===== src/rtl/spm_boot_loader.sv =====
// ----------------------------------------------------------------------------
// spm_boot_loader
//
// Program/data loader placed in front of the RISC_SPM core and its memory.
// After reset it zero-fills the whole memory, then parses a byte stream of
// load records and writes each record's payload into memory. The core is
// held in reset (cpu_rst_n low) until an end record arrives.
//
// Record format on the stream:
//   <addr> <len> <data 0> ... <data len-1> [<cksum>]
//   len == 0 is the end record; it has no data and no checksum.
//
// Optional feature (compile-time macro LOADER_CKSUM_EN):
//   When defined, every record with len > 0 carries a trailing checksum byte
//   chosen so that addr + len + data bytes + cksum == 0 (mod 256). A bad
//   checksum sets the sticky err flag and parks the loader in an error state
//   with the core still held in reset. When undefined, err is tied to 0.
//
// Ports:
//   clk        system clock, rising edge
//   rst        asynchronous active-low reset
//   in_valid   stream byte valid
//   in_data    stream byte
//   in_ready   loader can accept a byte (transfer = in_valid && in_ready)
//   mem_we     memory write strobe, one word per cycle
//   mem_addr   memory write address
//   mem_wdata  memory write data
//   cpu_rst_n  active-low reset to the core, released once loading completes
//   busy       high while loading is not complete
//   done       loading complete, sticky until rst
//   err        checksum failure, sticky until rst
// ----------------------------------------------------------------------------
module spm_boot_loader #(
    parameter int word_size = 8,
    parameter int ADDR_W    = 8,
    parameter int MEM_DEPTH = 256
) (
    input  logic                 clk,
    input  logic                 rst,
    input  logic                 in_valid,
    input  logic [word_size-1:0] in_data,
    output logic                 in_ready,
    output logic                 mem_we,
    output logic [ADDR_W-1:0]    mem_addr,
    output logic [word_size-1:0] mem_wdata,
    output logic                 cpu_rst_n,
    output logic                 busy,
    output logic                 done,
    output logic                 err
);

    typedef enum logic [2:0] {
        S_FLUSH = 3'd0,
        S_ADDR  = 3'd1,
        S_LEN   = 3'd2,
        S_DATA  = 3'd3,
        S_DONE  = 3'd4
`ifdef LOADER_CKSUM_EN
        ,
        S_CKSUM = 3'd5,
        S_ERROR = 3'd6
`endif
    } state_t;

    // The flush counter is one bit wider than the address so it can count
    // one step past the last address; that extra step is the idle cycle
    // between the last flush write and the first cycle with in_ready high.
    localparam logic [ADDR_W:0] FLUSH_END = (ADDR_W+1)'(MEM_DEPTH);

    state_t                 state_q;
    state_t                 state_nxt;
    logic [ADDR_W:0]        flush_q;
    logic [ADDR_W:0]        flush_nxt;
    logic [ADDR_W-1:0]      ptr_q;
    logic [ADDR_W-1:0]      ptr_nxt;
    logic [word_size-1:0]   cnt_q;
    logic [word_size-1:0]   cnt_nxt;
    logic                   we_nxt;
    logic [ADDR_W-1:0]      addr_nxt;
    logic [word_size-1:0]   wdata_nxt;
    logic                   accept;

`ifdef LOADER_CKSUM_EN
    logic [word_size-1:0]   sum_q;
    logic [word_size-1:0]   sum_nxt;

    // Running checksum: plain modulo-2^word_size addition.
    function automatic logic [word_size-1:0] cksum_add(
        input logic [word_size-1:0] a,
        input logic [word_size-1:0] b
    );
        return a + b;
    endfunction
`endif

    // States in which the loader takes stream bytes.
    function automatic logic takes_bytes(input state_t s);
        logic r;
        r = (s == S_ADDR) || (s == S_LEN) || (s == S_DATA);
`ifdef LOADER_CKSUM_EN
        r = r || (s == S_CKSUM);
`endif
        return r;
    endfunction

    // in_ready is a registered output, so it already reflects the state
    // that will consume the byte on this edge.
    assign accept = in_valid && in_ready;

    // ------------------------------------------------------------------
    // State register and datapath counters
    // ------------------------------------------------------------------
    always_ff @(posedge clk or negedge rst) begin
        if (!rst) begin
            state_q <= S_FLUSH;
            flush_q <= '0;
            ptr_q   <= '0;
            cnt_q   <= '0;
`ifdef LOADER_CKSUM_EN
            sum_q   <= '0;
`endif
        end else begin
            state_q <= state_nxt;
            flush_q <= flush_nxt;
            ptr_q   <= ptr_nxt;
            cnt_q   <= cnt_nxt;
`ifdef LOADER_CKSUM_EN
            sum_q   <= sum_nxt;
`endif
        end
    end

    // ------------------------------------------------------------------
    // Next-state and next-output logic
    // ------------------------------------------------------------------
    always_comb begin
        state_nxt = state_q;
        flush_nxt = flush_q;
        ptr_nxt   = ptr_q;
        cnt_nxt   = cnt_q;
        we_nxt    = 1'b0;
        addr_nxt  = mem_addr;
        wdata_nxt = mem_wdata;
`ifdef LOADER_CKSUM_EN
        sum_nxt   = sum_q;
`endif

        case (state_q)
            S_FLUSH: begin
                if (flush_q == FLUSH_END) begin
                    state_nxt = S_ADDR;
                end else begin
                    we_nxt    = 1'b1;
                    addr_nxt  = flush_q[ADDR_W-1:0];
                    wdata_nxt = '0;
                    flush_nxt = flush_q + (ADDR_W+1)'(1);
                end
            end

            S_ADDR: begin
                if (accept) begin
                    ptr_nxt   = ADDR_W'(in_data);
                    state_nxt = S_LEN;
`ifdef LOADER_CKSUM_EN
                    sum_nxt   = in_data;
`endif
                end
            end

            S_LEN: begin
                if (accept) begin
                    cnt_nxt   = in_data;
                    state_nxt = (in_data == '0) ? S_DONE : S_DATA;
`ifdef LOADER_CKSUM_EN
                    sum_nxt   = cksum_add(sum_q, in_data);
`endif
                end
            end

            S_DATA: begin
                if (accept) begin
                    we_nxt    = 1'b1;
                    addr_nxt  = ptr_q;
                    wdata_nxt = in_data;
                    // Pointer wraps naturally at the top of the address space.
                    ptr_nxt   = ptr_q + ADDR_W'(1);
                    cnt_nxt   = cnt_q - word_size'(1);
`ifdef LOADER_CKSUM_EN
                    sum_nxt   = cksum_add(sum_q, in_data);
                    if (cnt_q == word_size'(1)) state_nxt = S_CKSUM;
`else
                    if (cnt_q == word_size'(1)) state_nxt = S_ADDR;
`endif
                end
            end

`ifdef LOADER_CKSUM_EN
            S_CKSUM: begin
                if (accept) begin
                    state_nxt = (cksum_add(sum_q, in_data) == '0) ? S_ADDR : S_ERROR;
                end
            end

            S_ERROR: begin
                state_nxt = S_ERROR;
            end
`endif

            S_DONE: begin
                state_nxt = S_DONE;
            end

            default: begin
                state_nxt = S_FLUSH;
            end
        endcase
    end

    // ------------------------------------------------------------------
    // Registered outputs
    // ------------------------------------------------------------------
    always_ff @(posedge clk or negedge rst) begin
        if (!rst) begin
            mem_we    <= 1'b0;
            mem_addr  <= '0;
            mem_wdata <= '0;
            in_ready  <= 1'b0;
            cpu_rst_n <= 1'b0;
            done      <= 1'b0;
            busy      <= 1'b1;
        end else begin
            mem_we    <= we_nxt;
            mem_addr  <= addr_nxt;
            mem_wdata <= wdata_nxt;
            in_ready  <= takes_bytes(state_nxt);
            cpu_rst_n <= (state_nxt == S_DONE);
            done      <= (state_nxt == S_DONE);
            busy      <= (state_nxt != S_DONE);
        end
    end

`ifdef LOADER_CKSUM_EN
    always_ff @(posedge clk or negedge rst) begin
        if (!rst) begin
            err <= 1'b0;
        end else begin
            err <= err || (state_nxt == S_ERROR);
        end
    end
`else
    assign err = 1'b0;
`endif

endmodule

===== config.mk =====
export PLATFORM = sky130hd
export DESIGN_NAME = spm_boot_loader
export DESIGN_NICKNAME = d
export VERILOG_FILES = /design/src/rtl/spm_boot_loader.sv
export SDC_FILE = /design/constraint.sdc
export NUM_CORES = 1
export LEC_CHECK = 0
export ABC_CLOCK_PERIOD_IN_PS = 4600
export BUFFER_PORTS_ARGS = -buffer_cell sky130_fd_sc_hd__buf_4
export CAP_MARGIN = 15
export CORE_ASPECT_RATIO = 0.5
export CORE_MARGIN = 5
export CORE_UTILIZATION = 50
export DETAILED_ROUTE_END_ITERATION = 10
export MAX_ROUTING_LAYER = met4
export PLACE_DENSITY = 0.77
export SYNTH_ARGS = -nofsm -noshare
export SYNTH_HDL_FRONTEND = slang
export SYNTH_SLANG_ARGS = --single-unit

===== constraint.sdc =====
create_clock -name clk -period 4.6 [get_ports clk]
set_input_delay 0.92 -clock clk [delete_from_list [all_inputs] [get_ports clk]]
set_output_delay 0.92 -clock clk [all_outputs]
set_load 0.03 [all_outputs]

### Word level (Yosys, flattened, before mapping)

Index checks and enable logic that the tools add are counted.

| storage, ports and cells | value |
|---|---|
| latch bits | 0 |
| RAM bits | 0 |
| memories kept | 0 |
| flip-flop bits (word level) | 48 |
| bits in read-only memories | 0 |
| input bits | 11 |
| output and inout port bits | 22 |

| cells by class | value |
|---|---|
| multiplexer cells | 20 |
| shifts and indexed selects | 0 |
| add/subtract/negate cells | 3 |
| reduce and logical (&&, ||, !) cells | 12 |
| div/mod/pow operators | 0 |
| multipliers | 0 |
| $lt $le $gt $ge | 0 |
| bitwise gates (word level) | 1 |
| equality and inequality tests | 15 |

Operators with widths:

| kind | count |
|---|---|
| 8-bit case mux with 2 select lines | 4 |
| 8-bit two-way mux | 6 |
| 3-bit two-way mux | 6 |
| 3-bit case mux with 5 select lines | 1 |
| 3-bit by 2-bit equality test with 1-bit output, second input constant | 4 |
| 9-bit by 1-bit adder with 9-bit output, second input constant | 1 |
| 9-bit equality test, second input constant | 1 |
| 3-bit AND reduction | 3 |
| 8-bit by 1-bit adder with 8-bit output, second input constant | 1 |
| 8-bit by 1-bit equality test with 1-bit output, second input constant | 1 |
| 8-bit zero test | 1 |
| 2-bit != test, second input constant | 4 |
| 8-bit by 1-bit subtractor with 8-bit output, second input constant | 1 |
| 3-bit by 1-bit equality test with 1-bit output, second input constant | 2 |
| 3-bit equality test, second input constant | 2 |
| 2-bit nonzero test | 3 |
| 3-bit zero test | 1 |
| 3-bit != test, second input constant | 1 |
| 1-bit logical OR | 2 |
| 1-bit two-way mux | 2 |
| 1-bit case mux with 2 select lines | 1 |
| 2-bit AND reduction | 1 |
| 1-bit logical AND | 1 |
| 1-bit NOT | 1 |

### Depth between registers and ports, before layout

Gate-level depths: netlist of the first run.

| depth | value |
|---|---|
| depth in word-level cells | 7 |
| depth in mapped cells | 7 |

### Least setup slack after synthesis of the first run

Ideal clock, no wire load.

| timing path | value |
|---|---|
| path type | input to register |
| from | in in_valid |
| to | reg mem_addr[7] |
| path buffers | 1 |
| stages on the path | 5 |
| data arrival time | 1.873 ns |
| required time | 4.475 ns |
| setup slack | 2.601 ns |
| cell sequence | nand4b_2 > nor2_1 > nor2_4 > buf_12 > mux2_4 |

| between the ends | value |
|---|---|
| cells in the longest elaborated chain, start to end | 3 |

RTL lines:

| element | RTL line | RTL |
|---|---|---|
| start: declaration | 40 | `input logic in_valid,` |
| 1-bit logical AND | 108 | `assign accept = in_valid && in_ready;` |
| 2-bit != test (no line) | n/a |  |
| 3-bit AND reduction (no line) | n/a |  |
| end signal: assignment | 233 | `mem_addr <= addr_nxt;` |
| end: declaration | 44 | `output logic [ADDR_W-1:0] mem_addr,` |

No other way between the ends.
A chain may end at the register's enable or synchronous reset.

### Final worst setup path of the first run

| timing path | value |
|---|---|
| from | reg state_q[2] |
| to | reg mem_addr[4] |

| between the ends | value |
|---|---|
| cells in the longest elaborated chain, start to end | 3 |
| elaborated cells on any way between the ends | 7 |
| classes of those cells | eq/ne: 3; mux: 1; reduce/logical: 3 |

RTL lines:

| element | RTL line | RTL |
|---|---|---|
| start: declaration | 70 | `state_t state_q;` |
| start signal: assignment | 123 | `state_q <= state_nxt;` |
| 3-bit by 2-bit equality test with 1-bit output or 3-bit zero test (tied branches) | 148 | `case (state_q)` |
| 2-bit != test (no line) or 2-bit nonzero test (tied branches) | n/a |  |
| 3-bit AND reduction (no line) | n/a |  |

Parallel ways exist; a longest one is shown, timed or not.

==> impl_metrics.json, run 1 <==
{
  "hp-start": "flush_q[8]",
  "r2r_cells": 4,
  "reg2reg_slack_ns": 2.17,
  "yosysUniqueCellTypes": 52,
  "placed_area_um2": 2790,
  "post_cts_buffers": 0,
  "fin_cells": 359,
  "clock_path_buffers": 2,
  "finalSetupTns_ns": 0,
  "dp.cells": 352,
  "netlist.area_leader.share": 0.460,
  "min_period_ns": 2.43,
  "syn_inst": 264,
  "cts_sinks": 48,
  "globalplace.congestion": 0.904,
  "die_h_um": 60.5,
  "antenna_found_initial": 0,
  "yosysSeqAreaShare": 0.471,
  "irDropWorstVdd_mv": 0.242,
  "critical_path_class": "reg2reg",
  "path_max_fanout": 21,
  "via_per_inst": 5.52,
  "setup_viol": 0,
  "critPathSlowestCell": "nand3b_1",
  "drtAntennaViolNets": 0,
  "grt_first_pass_wirelength_um": 9540,
  "async_reset_ff_frac": 1.00,
  "grt_pass1_vias": 2008,
  "core-area_um2": 4930,
  "status": "finished, final reports clean",
  "postCtsResizedCells": 0,
  "yosysTopAreaCell": "dfrtp_1",
  "cts_tree": "built",
  "rows": 18,
  "clk_pin_slew_ns": 0.08,
  "fin_skew_ns": 0.00514,
  "cp-start-kind": "register",
  "finalNetCount": 305,
  "ys_warn_count": 0,
  "drv_slew": 0,
  "wl_um": 5500,
  "pin_count": 33,
  "syn_avg_cell_area_um2": 9.68,
  "initial_core_util": 0.518,
  "vias": 1980,
  "power_leakage_nw": 1.36,
  "post_drt_wl_per_cell_um": 15.3,
  "whs_path_depth": 1,
  "endpoint_kind": "register",
  "relSlewSlack": 0.309,
  "hold_end": "flush_q[8]",
  "r2r-end": "mem_addr[4]",
  "hold_path.class": "reg2reg",
  "r2r_start": "state_q[2]",
  "grt_max_degree": 49,
  "first_pass_iters": 4,
  "pwr_density_cell_nw_per_um2": 430,
  "cp_num_buf_inv": 0,
  "crit_arrival_ns": 2.62,
  "synth_edf_count": 0,
  "synthTopCellsByArea": "dfrtp_1 (46%), nand2_1 (6.9%), mux2i_1 (4.3%)",
  "synth.ff_latch_count": 48,
  "synth_ff_type": "dfrtp_1",
  "clk_latency_ns": 0.29,
  "port_buffers": 31,
  "critPathRequiredTime_ns": 4.78,
  "timing.final.crit_share": 0.529,
  "cts_made_buffers": 5,
  "drive_above_1_share": 0.194,
  "dp.final_hpwl_um": 4010,
  "rsz0062_at_grt": "no",
  "cpPeakStageDelay_ns": 0.67,
  "max_slew.worst_pin.slew_ns": 1.04,
  "max_cap_violations": 0,
  "track_usage": 0.185,
  "htree_num_levels": 2,
  "area_growth_pct": 12.2,
  "die_w_um": 111,
  "drcViolationCount": 0,
  "die-area_um2": 6730,
  "synth_nets": 280,
  "stdcell_area_um2": 2870,
  "drt-initial-drc-count": 119,
  "insertedDiodeCount": 0,
  "num-fill-cells": 426,
  "critical-path-top-delay-family": "simple AND/OR/NAND/NOR gates",
  "path_cells": "nand3b_1, nor2_1, nor2_4, mux2_2",
  "fmax_mhz": 411,
  "synth_area_um2": 2550,
  "hold_violations": 0,
  "ctsHoldBuffers": 0,
  "grt_overflow": 0,
  "cts-root-buf": "clkbuf_8"
}
==> power by group <==
group	switching, W	internal, W	total, W
logic	0.000222	0.000176	0.000398
registers	0.0000858	0.000514	0.000599
clock network	0.000131	0.000104	0.000234
total	0.000439	0.000793	0.00123
==> how the worst max path moves through the flow <==
stage,from,endpoint,slack (ns),depth (start not counted)
after floorplan,in_valid,mem_addr[7],2.60,5
after global placement,in_valid,mem_addr[1],2.14,5
after detailed placement,in_valid,mem_addr[4],2.09,5
after CTS,state_q[2],mem_addr[4],2.17,4
after global routing,state_q[2],mem_addr[1],2.00,4
final,state_q[2],mem_addr[4],2.17,4
==> registers in the layout (all words and copies together) (netlist names) <==
name	cells
flush_q	9
busy	1
mem_we	1
state_q	3
mem_wdata	8
ptr_q	8
done	1
in_ready	1
mem_addr	8
cnt_q	8
==> Yosys cell counts, types with 4 or more instances <==
cell	number
a21oi_1	12
buf_2	5
clkbuf_1	4
dfrtp_1	47
ha_1	5
inv_1	15
mux2_2	7
mux2i_1	11
nand2_1	47
nand3_1	7
nor2_1	14
nor3_1	9
o21ai_0	18
xnor2_1	6
==> metrics by stage <==
step                      setup slack [ns]  total power [W]  hold WS [ns]  utilization
final                                 2.17          0.00123         0.508        0.581
after global routing                  2.00          0.00133         0.519        0.581
after CTS                             2.17          0.00125         0.514        0.581
after detailed placement              2.09          0.00101         0.498        0.565
after global placement                2.14         0.000983         0.466        0.565
after floorplan                       2.60         0.000866         0.447            -
==> layer usage <==
| metal | track usage | share of wire | vias up | wire, um |
|---|---|---|---|---|
| met2 | 0.315 | 0.49 | 54 | 2680 |
| li1 | - | - | 958 | - |
| met3 | 0.0388 | 0.053 | 4 | 289 |
| met4 | 0.0589 | 0.0080 | 0 | 44 |
| met1 | 0.228 | 0.45 | 964 | 2480 |
| met5 | - | 0 | - | 0 |
==> area by class of cell <==
class	count	area, um^2	area share
multi-input combinational	187	1210	0.421
clock buffer	6	72.6	0.0253
tap	70	87.6	0.0306
timing repair buffer	31	233	0.0812
sequential	48	1200	0.419
inverter	16	60.1	0.0210
clock inverter	1	5.00	0.00175
==> cells in the final DEF (no fill, tap or decap), types with 3 or more instances in the layout <==
master     n
mux2i_1   11
ha_1       5
o21ai_0   18
inv_1     15
nand2_1   47
xnor2_1    6
clkbuf_8   5
nor4_1     3
dfrtp_1   47
nand3_1    7
a21oi_1   12
mux2_2     7
buf_4     31
nor3_1     9
nor2_1    14
o22ai_1    3
nand3b_1   3
==> kinds of logic (layout without fill, tap and decap cells) <==
group	after synthesis	after routing	synth area share
DFF	48	48	0.471
buffers and inverters	29	54	0.0573
other	1	1	0.00147
AOI/OAI and AO/OA	53	53	0.134
muxes	19	19	0.0798
adders and majority gates	5	5	0.0245
and+or+nand+nor	101	101	0.205
xor gates and xnor gates	8	8	0.0274
No activity file was read; power rests on OpenSTA's default activity.
==> inputs of run 2 (changes only) <==
Settings changed: ABC_CLOCK_PERIOD_IN_PS 4600 to 2510.
Clock period 4.6 ns to 2.51 ns, I/O delays scaled along.
==> impl_metrics.json, run 2 (synthesis gave the netlist of run 1 again) <==
{
  "rows": 18,
  "irDropWorstVdd_mv": 0.537,
  "cts_sinks": 48,
  "setup_viol": 0,
  "fin_skew_ns": 0.00473,
  "grt_overflow": 0,
  "drive_above_1_share": 0.204,
  "die_h_um": 60.5,
  "die-area_um2": 6730,
  "dp.final_hpwl_um": 3940,
  "antenna_found_initial": 0,
  "ctsHoldBuffers": 0,
  "max_slew.worst_pin.slew_ns": 0.762,
  "pin_count": 33,
  "vias": 1963,
  "postCtsResizedCells": 0,
  "path_max_fanout": 17,
  "wl_um": 5510,
  "relSlewSlack": 0.492,
  "timing.final.crit_share": 0.842,
  "pwr_density_cell_nw_per_um2": 792,
  "fmax_mhz": 473,
  "placed_area_um2": 2820,
  "port_buffers": 31,
  "rsz0062_at_grt": "no",
  "core-area_um2": 4930,
  "grt_use_met3": 0.0398,
  "reg2reg_slack_ns": 0.40,
  "path_cells": "inv_1, ha_1, nor4b_4, a21boi_4, nor2_4, mux2_2",
  "r2r_start": "flush_q[0]",
  "critical_path_class": "reg2reg",
  "stdcell_area_um2": 2910,
  "cts-root-buf": "clkbuf_8",
  "power_leakage_nw": 1.38,
  "design_power_total_w": 0.00230,
  "hold-worst-slack_ns": 0.195,
  "hold_path.class": "in2async",
  "clock_path_buffers": 2,
  "critPathRequiredTime_ns": 2.70,
  "drtAntennaViolNets": 0,
  "drcViolationCount": 0,
  "min_period_ns": 2.11,
  "cp-start-kind": "register",
  "met1_usage": 0.231,
  "grt_max_degree": 49,
  "max_cap_violations": 0,
  "num-fill-cells": 416,
  "first_pass_iters": 4,
  "via_per_inst": 5.39,
  "die_w_um": 111,
  "hold_violations": 0,
  "drv_slew": 0,
  "fin_cells": 364,
  "cts_made_buffers": 5,
  "largest_register_ffs": 9,
  "critPathSlowestCell": "nor2_4",
  "cts_tree": "built",
  "area_growth_pct": 13.9,
  "dp.cells": 356,
  "insertedDiodeCount": 0,
  "drt-initial-drc-count": 174,
  "status": "finished, final reports clean",
  "htree_num_levels": 2,
  "clk_pin_slew_ns": 0.08,
  "clk_latency_ns": 0.30,
  "post_drt_wl_per_cell_um": 15.1,
  "crit_arrival_ns": 2.30,
  "r2r_cells": 6,
  "post_cts_buffers": 0,
  "grt_first_pass_wirelength_um": 9210,
  "finalSetupTns_ns": 0,
  "regMostFlops": "flush_q",
  "initial_core_util": 0.518,
  "grt_util_met2": 0.291,
  "grt_pass1_vias": 1879,
  "cpPeakStageDelay_ns": 0.49,
  "track_usage": 0.182,
  "globalplace.congestion": 0.867,
  "finalNetCount": 309,
  "r2r-end": "mem_addr[5]",
  "grt-busiest-layer": "met2",
  "endpoint_kind": "register",
  "mostFrequentLayoutCells": "nand2_1 (47), dfrtp_1 (47), buf_4 (35)"
}
-- run 2: worst max path at each step --
stage	start	endpoint	slack, ns	cells past startpoint
after global routing	flush_q[0]	mem_addr[2]	0.26	6
after floorplan	flush_q[0]	mem_addr[7]	0.74	7
after global placement	flush_q[0]	mem_addr[1]	0.54	6
after detailed placement	flush_q[0]	mem_addr[5]	0.40	6
final	flush_q[0]	mem_addr[5]	0.40	6
after CTS	flush_q[0]	mem_addr[5]	0.38	6
-- run 2: area by class of cell --
| cell class | count | area (um^2) | share of cell area |
|---|---|---|---|
| multi-input combinational | 187 | 1210 | 0.415 |
| sequential | 48 | 1200 | 0.413 |
| timing repair buffer | 35 | 263 | 0.0903 |
| clock buffer | 8 | 90.1 | 0.0310 |
| tap | 70 | 87.6 | 0.0301 |
| inverter | 16 | 60.1 | 0.0206 |
-- run 2: power by group --
| part | internal (W) | switching [W] |
|---|---|---|
| logic | 0.000324 | 0.000408 |
| registers | 0.000941 | 0.000151 |
| clock network | 0.000225 | 0.000253 |
-- run 2: worst max-delay path, delay by kind of cell (launching register included) --
family | cells | cell delay (ns)
and+or+nand+nor | 2 | 0.76
AOI/OAI and AO/OA | 1 | 0.13
adders and majority gates | 1 | 0.17
DFF | 1 | 0.41
muxes | 1 | 0.40
buffers and inverters | 1 | 0.12
-- run 2: layer usage --
| metal | wire length, um | part of all wire | up-vias |
|---|---|---|---|
| met1 | 2620 | 0.47 | 934 |
| met3 | 285 | 0.052 | 7 |
| met4 | 65 | 0.012 | 0 |
| li1 | - | - | 964 |
| met5 | 0 | 0 | - |
| met2 | 2540 | 0.46 | 58 |
-- run 2: per-stage QoR --
step            util  worst slack [ns]
2_1_floorplan      -             0.740
3_3_place_gp   0.572             0.536
3_5_place_dp   0.572             0.396
4_1_cts        0.590             0.382
5_1_grt        0.590             0.264
6_report       0.590             0.396
